**src/rtl/corefifo_wr_ptr_gray_gen.sv**
```systemverilog
// Write-side pointer generator for the async FIFO: binary/Gray write pointer plus full, afull, fill count and overflow.
// Latency: wr_en_mem is combinational from we/full; every other output is registered one cycle after we / rd_gray_sync.
// Backpressure: full blocks the write (wr_en_mem low, pointer held) and a write attempted while full pulses overflow.
module corefifo_wr_ptr_gray_gen #(
   parameter int ADDRWIDTH = 3,
   parameter int AFULL_VAL = 6
) (
   input  logic                 clk,
   input  logic                 rstn,
   input  logic                 we,
   input  logic [ADDRWIDTH:0]   rd_gray_sync,
   output logic                 wr_en_mem,
   output logic [ADDRWIDTH-1:0] wr_addr,
   output logic [ADDRWIDTH:0]   wr_bin,
   output logic [ADDRWIDTH:0]   wr_gray,
   output logic                 full,
   output logic                 afull,
   output logic [ADDRWIDTH:0]   wr_cnt,
   output logic                 overflow
);

   // Pointers carry one extra wrap bit above the RAM address.
   localparam int PW = ADDRWIDTH + 1;

   // Threshold held at pointer width; the fill count never exceeds 2^ADDRWIDTH, so it fits.
   localparam logic [ADDRWIDTH:0] AFULL_THR = PW'(AFULL_VAL);

   logic [ADDRWIDTH:0] bin_nxt;
   logic [ADDRWIDTH:0] gray_nxt;
   logic [ADDRWIDTH:0] rd_bin;
   logic [ADDRWIDTH:0] rd_gray_full;
   logic [ADDRWIDTH:0] wr_cnt_nxt;
   logic               full_nxt;
   logic               afull_nxt;
   logic               overflow_nxt;

   // The RAM write is gated only by the registered full flag, so it never
   // waits on the pointer update it causes.
   assign wr_en_mem = we & ~full;
   assign wr_addr   = wr_bin[ADDRWIDTH-1:0];

   // Decode the synchronised read Gray pointer back to binary, MSB downwards.
   always_comb begin
      rd_bin            = '0;
      rd_bin[ADDRWIDTH] = rd_gray_sync[ADDRWIDTH];
      for (int i = ADDRWIDTH - 1; i >= 0; i--) begin
         rd_bin[i] = rd_bin[i+1] ^ rd_gray_sync[i];
      end
   end

   // Next-state pointers and flags, all computed from the post-write pointer
   // so the flags line up with the edge that moves the pointer.
   always_comb begin
      bin_nxt      = wr_bin + {{ADDRWIDTH{1'b0}}, wr_en_mem};
      gray_nxt     = bin_nxt ^ (bin_nxt >> 1);
      // In Gray code, "one full lap ahead" means the top two bits inverted
      // and the remaining bits equal.
      rd_gray_full = {~rd_gray_sync[ADDRWIDTH:ADDRWIDTH-1], rd_gray_sync[ADDRWIDTH-2:0]};
      full_nxt     = (gray_nxt == rd_gray_full);
      wr_cnt_nxt   = bin_nxt - rd_bin;
      afull_nxt    = (wr_cnt_nxt >= AFULL_THR);
      overflow_nxt = we & full;
   end

   // Pointer and flag registers; synchronous reset wins over any write in the same cycle.
   always_ff @(posedge clk) begin
      if (!rstn) begin
         wr_bin   <= '0;
         wr_gray  <= '0;
         full     <= 1'b0;
         afull    <= 1'b0;
         wr_cnt   <= '0;
         overflow <= 1'b0;
      end else begin
         wr_bin   <= bin_nxt;
         wr_gray  <= gray_nxt;
         full     <= full_nxt;
         afull    <= afull_nxt;
         wr_cnt   <= wr_cnt_nxt;
         overflow <= overflow_nxt;
      end
   end

endmodule

```
**config.mk**
```make
export PLATFORM = sky130hd
export DESIGN_NAME = corefifo_wr_ptr_gray_gen
export DESIGN_NICKNAME = d
export VERILOG_FILES = /design/src/rtl/corefifo_wr_ptr_gray_gen.sv
export SDC_FILE = /design/constraint.sdc
export NUM_CORES = 1
export LEC_CHECK = 0
export ABC_CLOCK_PERIOD_IN_PS = 2200
export BUFFER_PORTS_ARGS = -buffer_cell sky130_fd_sc_hd__buf_2
export CORE_MARGIN = 4
export CORE_UTILIZATION = 46
export DETAILED_ROUTE_END_ITERATION = 10
export MAX_ROUTING_LAYER = met4
export PLACE_DENSITY_LB_ADDON = 0.12
export SLEW_MARGIN = 20
export SYNTH_ARGS = -nofsm -noshare
export SYNTH_HDL_FRONTEND = slang
export SYNTH_SLANG_ARGS = --single-unit
```
**constraint.sdc**
```tcl
create_clock -name clk -period 2.2 [get_ports clk]
set_clock_uncertainty 0.1 [all_clocks]
set_input_delay 0 -clock clk [delete_from_list [all_inputs] [get_ports clk]]
set_output_delay 0 -clock clk [all_outputs]
set_load 0.05 [all_outputs]
```
==> out/metrics.csv, run 1 <==
stage,metric,value,unit
worst_setup_path,Crit path required time,2.31,ns
die,Initial Util,51.0,%
clocking,Clock Sink Count,14,
global_routing,initial antenna violation count,0,
sta,final setup fails,0,
die,Die Height,46.7,microns
sta,Setup TNS Final,0,ns
place,DP Area,828,sq um
layout,Antenna Cells,0,
yosys,Post-Syn Nets,79,
layout,fin util,67.9,%
route,Routed Antenna Nets,0,
worst_setup_path,R2R Setup Slk,0.23,ns
sta,Final min period,2.05,ns
yosys,largest area contributor in the netlist,dfxtp_1,
route,DR WL/cell,12.1,microns
yosys,top post-synthesis cells by area,"dfxtp_1 (41%), xnor2_1 (11%), ha_1 (9.1%), buf_4 (4.4%), xor2_1 (3.8%)",
global_routing,layer with the highest usage,met2,
worst_setup_path,Setup CP Type,in2reg,
global_routing,met1 Use GR,17.3,%
route,Via Count,528,
sta,Peak Freq,488,MHz
yosys,yosys warns,0,
run,Max-Cap Viols,0,
global_routing,first-pass GRT wire length,2140,microns
global_routing,GRT met3 Usage,5.86,%
clocking,total clock buffers created by CTS,3,
power_and_ir_drop,Power Density,885,nW/um^2
layout,layout cells sized above 1,38.1,%
global_routing,GR Overflow Total,0,
yosys,synth unique cells,22,
worst_setup_path,crit path DAT,2.16,ns
yosys,Synth Cell Area,688,sq um
power_and_ir_drop,Max VDD drop,0.000480,V
global_routing,vias in the first global route,485,
power_and_ir_drop,LEAKAGE,0.471,nW
clocking,# H-tree levels,1,
outcome,status,finished clean,
die,die area,2180,sq um
sta,RSZ-0062 raised after global routing,no,
clocking,CTS tree,built,
sta,pins over their slew limit,0,
yosys,post-synth top area share,40.7,%
die,die width,46.7,microns
yosys,"FF+latch count, synth",14,
global_routing,gr usage total,15.5,%
die,cell row count,13,
route,vias per cell,4.71,
clocking,CTS Root Cell,clkbuf_4,
yosys,"Seq/Total Area, Yosys",40.7,%
die,Top Ports,26,
place,gp weighted congestion,0.825,
sta,worst rel slew slack,78.7,%
place,number of I/O port buffers,25,
clocking,worst-skew pair later-pin latency,0.28,ns
yosys,Mean Syn Cell Area,10.4,sq um
route,drc violations,0,
worst_setup_path,startpoint class of the critical path,input port,
route,TritonRoute pass-1 iters,3,
die,Core Region,1350,sq um
layout,Filler cells,113,
global_routing,met2 usage,23.9,%
layout,# nets final,111,
worst_setup_path,Setup crit end kind,flop,
sta,Final Hold Fails,0,
global_routing,largest net degree at the start of global routing,10,
sta,Final Cycle Share,93.2,%
worst_setup_path,CP max FO,3,
layout,Area Growth Syn to Fin,33.3,%
place,dpl hpwl,1040,microns
clocking,"CTS clk-pin slew, worst paths",0.09,ns
route,Total Wirelength,1350,microns
route,first-iteration detailed-routing DRC count,7,
yosys,Post-Syn Instances,66,
power_and_ir_drop,total power,0.812,mW
sta,worst-margin pin slew,0.319,ns
hold_path,hold crit path type,in2reg,
clocking,buffer levels on the longest clock path,2,
layout,post-route cell area,917,sq um
[state kept, by name, indices dropped and copies added, names as in the netlist]
register and cells:
wr_bin 4, afull 1, overflow 1, wr_gray 3, full 1, wr_cnt 4
[critical path: stages]
cell	delay (ns)
dlygate4sd3_1	0.53
buf_2	0.13
nor2b_4	0.13
ha_4	0.16
ha_2	0.35
inv_1	0.10
fa_2	0.40
xnor2_1	0.13
nand2_1	0.09
o211ai_1	0.15
[repair_timing]
action,4_1_cts,5_1_grt
setup buffers,0,0
hold endpoints to repair,11,0
resized for setup,0,1
hold buffers,6,0
setup endpoints to repair,0,1
[placed cells by master, fill, tap and decap left out, drive strengths merged]
cell type	count
and3	2
nor2	5
and2	4
inv	6
nor4	1
xnor2	9
buf	25
o211ai	1
fa	1
nand4	1
a211o	1
o21ai	1
a21boi	1
dlygate4sd3	6
xnor3	1
dfxtp	14
clkbuf	4
ha	5
nand2	3
xor2	4
nor2b	2
[power breakdown]
part | leakage, nW | total (mW) | switching [mW] | internal [mW]
Combinational | 0.340 | 0.356 | 0.245 | 0.111
Sequential | 0.116 | 0.302 | 0.0125 | 0.289
Clock | 0.0150 | 0.154 | 0.0837 | 0.0704
[cell usage after synthesis, drive strengths merged]
cell and number:
inv 6, nand2 3, and3 2, and2 4, o21ai 1, nor2b 2
fa 1, a21boi 1, a211o 1, nor4 1, xor2 4, xnor3 1
xnor2 9, buf 4, nor2 5, ha 5, nand4 1, dfxtp 14
o211ai 1
[cell type report]
cell class	instances	area (sq um)	share of cell area [%]
Clock buffer	4	26.3	2.86
Inverter	6	22.5	2.46
Multi-Input combinational cell	42	380	41.5
Sequential cell	14	284	31.0
Tap cell	15	18.8	2.05
Timing Repair Buffer	31	185	20.2
[cells by family after synthesis]
group	Yosys count	synth area share, %
AOI/OAI and AO/OA	4	4.18
xor gates and xnor gates	14	20.9
adders and majority gates	6	12.0
buffers and inverters	10	7.64
DFF	14	40.7
and+or+nand+nor	18	14.5
[routing by layer]
layer | share of wire [%] | up-vias | wire (microns)
li1 | - | 268 | -
met1 | 41 | 237 | 551
met2 | 48 | 19 | 655
met3 | 8.7 | 4 | 118
met4 | 2.1 | 0 | 28
met5 | 0 | - | 0
[metrics by stage]
step	cells	hold slack, ns	worst slack [ns]
floorplan	66	0.0112	0.0131
global placement	102	0.149	0.230
detailed placement	102	0.155	0.186
CTS	112	0.0784	0.0796
global route	112	0.0939	0.0318
finish	112	0.0700	0.149
[path summary, 6_finish.rpt]
check / startpoint / endpoint / depth (start not counted)
worst max-delay path: we / afull / 10
worst min-delay path: rd_gray_sync[3] / full / 3
worst max register to register: full / afull / 8
worst min register to register: wr_bin[3] / wr_bin[3] / 2
No activity file was read; power rests on OpenSTA's default activity.
==> run 2: changes to the inputs <==
ABC_AREA = 1   (was default)
CORE_UTILIZATION = 47   (was 46)
==> out/metrics.csv, run 2 <==
stage,metric,value,unit,change
outcome,status,finished clean,,
layout,Multi-input gate area,468,sq um,+23%
layout,"commonest cells after routing, fill and taps aside","nand2_1 (33), buf_2 (25), dfxtp_1 (13)",,
worst_setup_path,startpoint class of the critical path,input port,,
power_and_ir_drop,Switching Share,41.6,%,-0.38 points
die,cell row count,14,,+1
layout,fin util,68.8,%,+0.87 points
yosys,yosys warns,0,,unchanged
layout,biggest regs,"wr_bin x4, wr_cnt x4, wr_gray x3",,
layout,Filler cells,135,,+19%
layout,Reg area,284,sq um,unchanged
power_and_ir_drop,Switch Pwr,0.357,mW,+4.6%
power_and_ir_drop,total power,0.857,mW,+5.6%
route,drc violations,0,,unchanged
global_routing,vias in the first global route,683,,+41%
power_and_ir_drop,Power Density,818,nW/um^2,-7.7%
die,Die Height,48.3,microns,+3.5%
worst_setup_path,Setup CP Type,in2reg,,
power_and_ir_drop,Max VDD drop,0.000578,V,+20%
clocking,"CTS clk-pin slew, worst paths",0.09,ns,about the same
clocking,worst-skew pair later-pin latency,0.28,ns,about the same
yosys,synth unique cells,17,,-23%
yosys,largest area contributor in the netlist,dfxtp_1,,
yosys,most frequent cell after synthesis,nand2_1,,
power_and_ir_drop,sequential share of power,35.1,%,-2.1 points
place,gp weighted congestion,0.790,,-4.3%
worst_setup_path,crit path DAT,2.24,ns,+0.08 ns
die,Initial Util,50.2,%,-0.81 points
global_routing,gr usage total,15.9,%,+0.37 points
clocking,Clock Sink Count,14,,unchanged
power_and_ir_drop,Int Pwr,0.500,mW,+6.3%
sta,worst rel slew slack,81.6,%,+2.9 points
sta,final setup fails,0,,unchanged
place,number of I/O port buffers,25,,unchanged
sta,Final min period,2.11,ns,+0.0585 ns
sta,Peak Freq,474,MHz,-2.8%
yosys,fraction of registers with async set/reset,0,%,unchanged
sta,worst-margin pin slew,0.274,ns,-0.0448 ns
global_routing,largest net degree at the start of global routing,10,,unchanged
sta,worst hold slack,0.0331,ns,-0.0369 ns
die,die area,2340,sq um,+7.2%
sta,Final Hold Fails,0,,unchanged
route,vias per cell,4.88,,+3.4%
global_routing,initial antenna violation count,0,,unchanged
worst_setup_path,CP max FO,3,,unchanged
clocking,CTS Root Cell,clkbuf_4,,
worst_setup_path,Crit path required time,2.33,ns,+0.02 ns
power_and_ir_drop,part of the power in combinational logic,42.9,%,-1.0 points
sta,pins over their slew limit,0,,unchanged
layout,Antenna Cells,0,,unchanged
layout,Area Growth Syn to Fin,37.2,%,
layout,"most common cell after layout, fill and taps aside",nand2_1,,
route,TritonRoute pass-1 iters,4,,+1
power_and_ir_drop,Clock power frac,22.0,%,+3.0 points
sta,Final Cycle Share,95.9,%,+2.7 points
yosys,Synth Cell Area,764,sq um,+11%
route,DR WL/cell,11.2,microns,-7.8%
route,first-iteration detailed-routing DRC count,11,,+4
power_and_ir_drop,LEAKAGE,0.564,nW,+20%
clocking,CTS tree,built,,
yosys,commonest cells in the netlist,"nand2_1 (34), dfxtp_1 (14), inv_1 (13)",,
yosys,Post-synth EDFFs,0,,unchanged
hold_path,hold crit path type,in2reg,,
layout,layout cells sized above 1,31.4,%,-6.8 points
yosys,Synth Flop Type,dfxtp_1,,
layout,# nets final,151,,+36%
die,die width,48.3,microns,+3.5%
global_routing,first-pass GRT wire length,2920,microns,+36%
run,Max-Cap Viols,0,,unchanged
die,Top Ports,26,,unchanged
yosys,Post-Syn Nets,118,,+49%
global_routing,GR Overflow Total,0,,unchanged
route,Routed Antenna Nets,0,,unchanged
yosys,Post-Syn Instances,105,,+59%
yosys,top post-synthesis cells by area,"dfxtp_1 (37%), nand2_1 (17%), ha_1 (8.2%), inv_1 (6.4%), nand3_1 (5.9%)",,
worst_setup_path,Setup crit end kind,flop,,
clocking,buffer levels on the longest clock path,2,,unchanged
clocking,# H-tree levels,1,,unchanged
yosys,Mean Syn Cell Area,7.28,sq um,-30%
yosys,post-synth top area share,36.7,%,-4.1 points
route,Total Wirelength,1710,microns,+26%
die,Core Region,1520,sq um,+13%
clocking,total clock buffers created by CTS,3,,unchanged
yosys,"FF+latch count, synth",14,,unchanged
route,Via Count,746,,+41%
yosys,"Seq/Total Area, Yosys",36.7,%,-4.1 points
place,dpl hpwl,1270,microns,+22%
==> run 2: power by group through the flow <==
stage / registers (mW) / logic [mW] / clock network, mW
2_1_floorplan: 0.426 / 0.153 / 0
3_3_place_gp: 0.303 / 0.339 / 0
3_5_place_dp: 0.305 / 0.342 / 0
4_1_cts: 0.299 / 0.349 / 0.193
5_1_grt: 0.305 / 0.403 / 0.203
6_report: 0.301 / 0.368 / 0.188
==> run 2: logic make-up (layout without fill, tap and decap cells) <==
group | Yosys count | after routing | share of synthesized area [%]
DFF | 14 | 14 | 36.7
adders and majority gates | 6 | 6 | 10.8
AOI/OAI and AO/OA | 5 | 5 | 3.27
buffers and inverters | 18 | 50 | 10.8
and+or+nand+nor | 58 | 58 | 31.9
xor gates and xnor gates | 4 | 4 | 6.55
==> run 2: routing by layer <==
layer	global-route usage [%]	routed length (microns)	vias up
met3	6.13	110	6
met4	5.07	25	0
li1	-	-	392
met2	24.6	851	25
met1	18.8	719	323
met5	-	0	-
==> run 2: what timing repair did <==
item,4_1_cts,5_1_grt
resized for setup,0,6
buffers inserted,0,3
endpoints found under the hold margin,6,0
hold buffers,4,0
setup endpoints to repair,0,3
==> run 2: worst max-delay path: stages <==
cell	delay, ns
dlygate4sd3_1	0.53
buf_2	0.16
xnor2_4	0.23
xor2_2	0.21
xor2_1	0.11
ha_2	0.20
fa_1	0.37
xor2_1	0.15
nor2_1	0.13
nand2_1	0.07
nand2_1	0.07
==> run 2: through the flow <==
stage	cells	setup TNS (ns)	worst slack [ns]	cell area [sq um]
3_3_place_gp	142	0	0.221	918
5_1_grt	153	-0.00893	-0.00893	1050
6_report	153	0	0.0909	1050
2_1_floorplan	105	0	0.00537	803
4_1_cts	150	0	0.0341	995
3_5_place_dp	142	0	0.156	918
==> run 2: layout make-up <==
cell class              count  area share, %
multi-input cells          73           44.6
repair buffers             32           17.9
inverters                  14           5.01
clock buffers               4           3.46
well taps                  16           1.91
flip-flops and latches     14           27.1
==> run 2: final timing paths <==
check                                     start       end  slack [ns]  cells after the start
worst max register to register             full     afull        0.26                      9
worst min register to register             full  overflow        0.38                      2
worst min-delay path            rd_gray_sync[1]      full        0.03                      5
worst max-delay path            rd_gray_sync[2]     afull        0.09                     11
